$ cat src/rtl/duck_hit_compositor.sv
// Composites sky, ground and duck sprite into registered RGB, and runs the
// trigger -> black frame -> white-box frame -> verdict hit-detection sequence.
module duck_hit_compositor #(
  parameter logic [9:0]  GROUND_Y   = 10'd400,
  parameter logic [23:0] SKY_RGB    = 24'h3CBCFC,
  parameter logic [23:0] GROUND_RGB = 24'h80D010,
  parameter logic [1:0]  SHOTS_INIT = 2'd3
) (
  input  logic        Clk,
  input  logic        Reset,
  input  logic        frame_clk,
  input  logic [9:0]  DrawX,
  input  logic [9:0]  DrawY,
  input  logic        blank_n,
  input  logic        is_duck,
  input  logic [15:0] duck_addr,
  output logic [15:0] rom_addr,
  input  logic [3:0]  rom_index,
  output logic [3:0]  pal_index,
  input  logic [23:0] pal_rgb,
  input  logic [9:0]  aim_x,
  input  logic [9:0]  aim_y,
  input  logic        trigger,
  input  logic        reload,
  output logic [7:0]  VGA_R,
  output logic [7:0]  VGA_G,
  output logic [7:0]  VGA_B,
  output logic        blank_n_out,
  output logic        hit,
  output logic        miss,
  output logic [1:0]  shots_left,
  output logic        busy
);

  typedef enum logic [2:0] {PLAY, ARMED, BLACK, WHITE, RESOLVE} state_t;

  typedef struct packed {
    logic [9:0] y;
    logic       duck;
    logic       blank;
  } side_t;

  state_t           state;
  side_t            side0;
  side_t [2:1]      side_pipe;
  logic [3:0]       idx_q;
  logic [23:0]      rgb_q;
  logic [23:0]      rgb_next;
  logic             frame_q1, frame_q2, trigger_q;
  logic             fe, fire, aim_match, hit_flag;

  // Both ROM addresses are pure pass-throughs; the ROMs supply the latency.
  assign rom_addr  = duck_addr;
  assign pal_index = rom_index;
  assign side0     = {DrawY, is_duck, blank_n};

  always_ff @(posedge Clk) begin
    if (Reset) begin
      side_pipe   <= '0;
      idx_q       <= '0;
      rgb_q       <= '0;
      blank_n_out <= 1'b0;
    end else begin
      side_pipe[1] <= side0;
      side_pipe[2] <= side_pipe[1];
      idx_q        <= rom_index;
      rgb_q        <= rgb_next;
      blank_n_out  <= side_pipe[2].blank;
    end
  end

  // Palette index 0 is transparent and falls through to the background.
  always_comb begin
    rgb_next = (side_pipe[2].y < GROUND_Y) ? SKY_RGB : GROUND_RGB;
    if (!side_pipe[2].blank)
      rgb_next = '0;
    else if (state == BLACK)
      rgb_next = '0;
    else if (state == WHITE)
      rgb_next = side_pipe[2].duck ? 24'hFFFFFF : 24'h000000;
    else if (side_pipe[2].duck && (idx_q != 4'd0))
      rgb_next = pal_rgb;
  end

  assign {VGA_R, VGA_G, VGA_B} = rgb_q;

  always_ff @(posedge Clk) begin
    if (Reset) begin
      frame_q1  <= 1'b0;
      frame_q2  <= 1'b0;
      trigger_q <= 1'b0;
    end else begin
      frame_q1  <= frame_clk;
      frame_q2  <= frame_q1;
      trigger_q <= trigger;
    end
  end

  assign fe        = frame_q1 & ~frame_q2;
  assign fire      = trigger & ~trigger_q;
  assign aim_match = is_duck && blank_n && (DrawX == aim_x) && (DrawY == aim_y);

  // hit/miss are loaded on entry to RESOLVE so they are high only in that state.
  always_ff @(posedge Clk) begin
    if (Reset) begin
      state      <= PLAY;
      shots_left <= SHOTS_INIT;
      hit_flag   <= 1'b0;
      hit        <= 1'b0;
      miss       <= 1'b0;
    end else begin
      hit  <= 1'b0;
      miss <= 1'b0;
      case (state)
        PLAY:    if (fire && (shots_left != 2'd0)) state <= ARMED;
        ARMED:   if (fe) begin
                   state    <= BLACK;
                   hit_flag <= 1'b0;
                 end
        BLACK:   if (fe) state <= WHITE;
        WHITE: begin
          if (aim_match) hit_flag <= 1'b1;
          if (fe) begin
            state <= RESOLVE;
            hit   <= hit_flag | aim_match;
            miss  <= ~(hit_flag | aim_match);
          end
        end
        RESOLVE: state <= PLAY;
        default: state <= PLAY;
      endcase
      if (reload)
        shots_left <= SHOTS_INIT;
      else if ((state == PLAY) && fire && (shots_left != 2'd0))
        shots_left <= shots_left - 2'd1;
    end
  end

  assign busy = (state != PLAY);

endmodule

$ cat config.mk
export PLATFORM = sky130hd
export DESIGN_NAME = duck_hit_compositor
export DESIGN_NICKNAME = d
export VERILOG_FILES = /design/src/rtl/duck_hit_compositor.sv
export SDC_FILE = /design/constraint.sdc
export NUM_CORES = 1
export LEC_CHECK = 0
export BUFFER_PORTS_ARGS = -buffer_cell sky130_fd_sc_hd__buf_2
export CAP_MARGIN = 5
export CORE_ASPECT_RATIO = 1.2
export CORE_MARGIN = 5
export CORE_UTILIZATION = 38
export CTS_CLUSTER_DIAMETER = 100
export DETAILED_ROUTE_END_ITERATION = 7
export PLACE_DENSITY = 0.76
export SYNTH_ARGS = -nofsm -noshare
export SYNTH_HDL_FRONTEND = slang
export SYNTH_SLANG_ARGS = --single-unit
$ cat constraint.sdc
create_clock -name Clk -period 1.4 [get_ports Clk]
set_input_delay 0.07 -clock Clk [delete_from_list [all_inputs] [get_ports Clk]]
set_output_delay 0.07 -clock Clk [all_outputs]
set_load 0.02 [all_outputs]
**After elaboration in Yosys (flattened, before gate mapping)**

Index checks and enable logic that the tools add are counted.

- Bits in registers: 64
- Latch bits: 0
- Bits in writable memories: 0
- Memory bits (read-only): 0
- Bits of input ports: 91
- Word-level logic and storage cells: 67
- Memories kept: 0

- $add $sub $neg: 1
- $mul: 0
- Div/mod/pow operators: 0
- Magnitude comparators: 1
- Equal/unequal tests: 10
- Shift-type cells: 0
- Mux-type cells: 12
- Bitwise logic cells: 9
- Reductions and logical operators: 17

Operator list:

| operator | count |
|---|---|
| 24-bit two-way mux | 4 |
| 10-bit equality test | 2 |
| 3-bit two-way mux | 4 |
| 3-bit one-hot mux with 4 select lines | 1 |
| 10-bit by 9-bit < comparator with 1-bit output, second input constant | 1 |
| 2-bit inequality test, second input constant | 5 |
| 1-bit logical AND | 7 |
| 3-bit by 2-bit equality test with 1-bit output, second input constant | 2 |
| 1-bit NOT | 6 |
| 3-bit OR reduction | 2 |
| 4-bit AND reduction | 1 |
| 2-bit nonzero test | 2 |
| 4-bit nonzero test | 1 |
| 3-bit by 1-bit equality test with 1-bit output, second input constant | 1 |
| 3-bit zero test | 1 |
| 3-bit AND reduction | 1 |
| 3-bit nonzero test | 1 |
| 1-bit AND | 2 |
| 1-bit two-way mux | 2 |
| 1-bit one-hot mux with 2 select lines | 1 |
| 2-bit OR reduction | 1 |
| 2-bit by 1-bit subtractor with 2-bit output, second input constant | 1 |
| 1-bit bitwise OR | 1 |

**Depth between registers and ports, before layout**

- Depth after elaboration: 5
- Depth in mapped cells: 6
- Depth with buffers taken out: 6

**Worst setup path after synthesis**

OpenSTA, ideal clock, no wires.

- Path type: flip-flop to flip-flop
- From: register idx_q[1]
- To: register rgb_q[10]
- Arrival time: 1,278 ps
- Required time: 1,267 ps
- Slack: -11 ps
- Stages on the path, launching flop included: 7
- Clock period less this slack: 1,411 ps
- Path through: dfxtp_1 -> o41ai_4 -> o21a_1 -> nor2_2 -> buf_6 -> o21ai_0 -> a21oi_1

- Longest elaborated chain between the ends: 4

RTL lines:

| element | RTL line | text |
|---|---|---|
| start, declared | 46 | `logic [3:0] idx_q;` |
| start signal, assigned | 66 | `idx_q <= rom_index;` |
| 4-bit nonzero test | 81 | `else if (side_pipe[2].duck && (idx_q != 4'd0))` |
| 1-bit logical AND | 81 |  |
| 24-bit two-way mux | 81 |  |
| 24-bit two-way mux | 79 | `else if (state == WHITE)` |
| end signal, assigned | 67 | `rgb_q <= rgb_next;` |
| end, declared | 47 | `logic [23:0] rgb_q;` |

Every way passes these cells.
A chain may end at the register's enable or synchronous reset.

**Worst setup path in the final report**

- From: register side_pipe[20] in the netlist's numbering
- To: register rgb_q[6]

- Longest elaborated chain between the ends: 4

RTL lines:

| element | RTL line | text |
|---|---|---|
| start, declared | 45 | `side_t [2:1] side_pipe;` |
| 10-bit by 9-bit < comparator with 1-bit output | 74 | `rgb_next = (side_pipe[2].y < GROUND_Y) ? SKY_RGB : GROUND_RGB;` |
| 24-bit two-way mux | 74 |  |
| 24-bit two-way mux | 81 |  |
| 24-bit two-way mux | 79 |  |

Every way passes these cells.

==> impl_metrics.csv <==
group,metric,value,unit
sta,fin_skew,0.005898,ns
min_path,hp-class,"input pin to flop",
setup_path,crit_type,"flop to flop",
synth,synth_cell_types,34,
sta,rsz0062_at_grt,"true",
placement,placed_area,0.002669,mm^2
sta,setup_viol,0,
sta,tightest_slew,0.2929,ns
detailed_routing,ant_nets,0,
detailed_routing,via_count,1880,
global_route,grt_overflow_total,0,
synth,synthCells,222,
detailed_routing,drc,0,
setup_path,crit_required,1.64,ns
placement,routabilityCongestion,0.6785,
setup_path,endpoint_kind,"flop",
setup_path,cp_slowest_cell,"o311a_1",
sta,max-slew-margin-rel,0.8036,
clock_tree,clock_path_buffers,2,
die,start_util,0.3888,
detailed_routing,routed_wl,5.032,mm
sta,final.setup.tns,0,ns
die,die_x,79.06,um
cells_and_area,ff_latch_area,0.001124,mm^2
sta,fin_crit_sh,0.9778,
clock_tree,clkLatencyLatePin,0.30,ns
global_route,grt_pass1_wl,8.017,mm
flow_run,cap_violations,0,
global_route,grt_use_total,0.1376,
detailed_routing,avgRoutedWirePerCell,12.64,um
pwr,peakVddDrop,0.0004996,V
die,ios,141,
sta,finalHoldViolCount,0,
setup_path,arrival,1.61,ns
detailed_routing,drt_iter0_drc,40,
placement,io_buffers,108,
clock_tree,cts_setup_buffers,0,
clock_tree,cts_num_sinks,56,
global_route,antenna_found_initial,0,
cells_and_area,antenna_cells,0,
run_status,status,"completed",
die,die_y,92.87,um
detailed_routing,dr.pass1.iters,4,
synth,synth_seq_area_share,0.5155,
cells_and_area,nNetsFinal,425,
synth,yosysWarnings,0,
cells_and_area,n_fill_cell,492,
setup_path,crit_path_max_incr_delay,0.36,ns
global_route,grt_pass1_vias,1778,
cells_and_area,syn2layout_area_growth,38.38,%
clock_tree,htreeDepth,2,
die,dieArea,0.007341,mm^2
sta,fin_crit,1.369,ns
synth,syn_avg_cell_area,9.795,um^2
synth,synthesis.nets,314,
pwr,fin_total_pwr,0.003204,W
clock_tree,root_buffer,"clkbuf_8",
cells_and_area,drive_gt1_frac,0.4042,
synth,synth_area,0.002175,mm^2
pwr,leakage,1.401,nW
placement,hpwl,3.729,mm
setup_path,crit_family,"compound AO/OA/AOI/OAI gates",
global_route,grt_max_degree,28,
synth,ys_seq_elements,56,
sta,maxSlewViolCount,0,
setup_path,crit_path_start_kind,"flop",
setup_path,worst-path-buf-inv,1,
setup_path,worstPathMaxFanout,12,
pwr,powerDensity,1065,mW/mm^2
detailed_routing,avgViaCountPerCell,4.724,
cells_and_area,multiInputGateArea,878.3,um^2
clock_tree,cts_buffers,5,
die,coreArea,0.005593,mm^2
cells_and_area,stdcell_area,0.003009,mm^2
setup_path,path_cells,"o311a_1 > o21a_1 > nor2_2 > buf_6 > o21ai_0 > a21oi_1",
clock_tree,clk_pin_slew,0.10,ns
die,rows,30,
clock_tree,cts_tree,"yes",
sta,max_freq,0.7305,GHz
==> flip-flops by register name, indices dropped and copies added, names as in the netlist <==
signal and count:
rgb_q 24, frame_q2 1, hit_flag 1, blank_n_out 1
state 3, side_pipe 16, trigger_q 1, shots_left 2
miss 1, idx_q 4, hit 1, frame_q1 1
==> path summary, 6_finish.rpt <==
path                                    start             to  slack [ns]  cells after the start
worst min register to register   side_pipe[0]  side_pipe[12]        0.44                      1
worst min-delay path                 DrawY[6]   side_pipe[8]        0.01                      2
worst max-delay path            side_pipe[20]       rgb_q[6]        0.03                      6
worst max register to register  side_pipe[20]       rgb_q[6]        0.03                      6
==> cell families after synthesis <==
kind of cell	count (synthesis)	share of synthesized area
fa+ha+maj	1	0.005753
xor+xnor	22	0.08861
buf+inv	32	0.09378
simple gates	59	0.1513
compound gates	52	0.1450
flops	56	0.5155
==> cell usage in the layout (no fill, tap or decap), drive strengths merged, types with 2 or more instances in the layout <==
cell	count
dlygate4sd3	18
nand2	10
nand2b	3
nor3	3
nand4	4
a21oi	26
o21ai	18
buf	115
nor4	2
dfxtp	56
clkbuf	7
inv	3
xor2	3
nor2	6
nor2b	25
xnor2	19
==> stage by stage <==
step / setup WS [ns] / utilization / std cells / hold WS (ns)
2_1_floorplan: -0.001354 / - / 222 / 0.1634
3_3_place_gp: -0.02201 / 0.4772 / 372 / 0.1402
3_5_place_dp: -0.03679 / 0.4772 / 372 / 0.1402
4_1_cts: 0.003955 / 0.5329 / 398 / 0.003257
5_1_grt: -0.07281 / 0.5380 / 398 / 0.007992
6_report: 0.03105 / 0.5380 / 398 / 0.01195
==> Yosys cell counts <==
cell	number	area, um^2
buf_6	1	11.26
nor2b_1	25	156.4
nor2_1	5	18.77
inv_1	3	11.26
a221oi_1	1	8.760
clkbuf_2	1	5.000
or2_2	1	6.260
and2_1	1	6.260
nor2_2	1	6.260
o211ai_1	1	7.510
o21ai_0	16	80.08
o41ai_4	1	27.53
clkbuf_1	7	26.28
or3_1	1	6.260
o41a_1	1	11.26
a21oi_1	26	130.1
nand3_1	1	5.000
nand3b_1	1	7.510
o311a_1	1	10.01
o31ai_2	1	12.51
o21a_1	1	7.510
xnor2_1	19	166.4
nand2b_1	3	18.77
dfxtp_1	56	1121
xor2_1	3	26.28
o21ai_1	2	10.01
nand4_1	4	25.02
nor4_1	2	12.51
nor3b_1	1	7.510
o211a_1	1	10.01
nor3_1	3	15.01
nand2_1	10	37.54
ha_1	1	12.51
buf_4	20	150.1
==> report_power, final <==
part | total [W] | leakage [nW] | internal, W | switching, W
sequential | 0.00167 | 0.459 | 0.00165 | 0.0000249
clock | 0.00112 | 0.0645 | 0.000631 | 0.000484
combinational | 0.000418 | 0.878 | 0.000228 | 0.000190
==> what timing repair did <==
item,in CTS,in global routing
hold endpoints to repair,20,0
setup endpoints to repair,2,24
hold buffers,18,0
gates resized for setup,1,9
pin swaps,0,1
==> routing by layer <==
metal  track usage  up-vias  share of wire
met3       0.03988       23           0.12
met1        0.1505      816           0.37
met2        0.2430       96           0.48
met5             0        -              0
li1              -      945              -
met4       0.06160        0          0.027
==> cell type report <==
class	count	share of cell area
sequential	56	0.3734
inverter	3	0.003742
tap	64	0.02661
clock buffer	7	0.03202
timing repair buffer	133	0.2624
multi-input combinational	134	0.2919
clock inverter	1	0.009979
No activity file was read; power rests on OpenSTA's default activity.
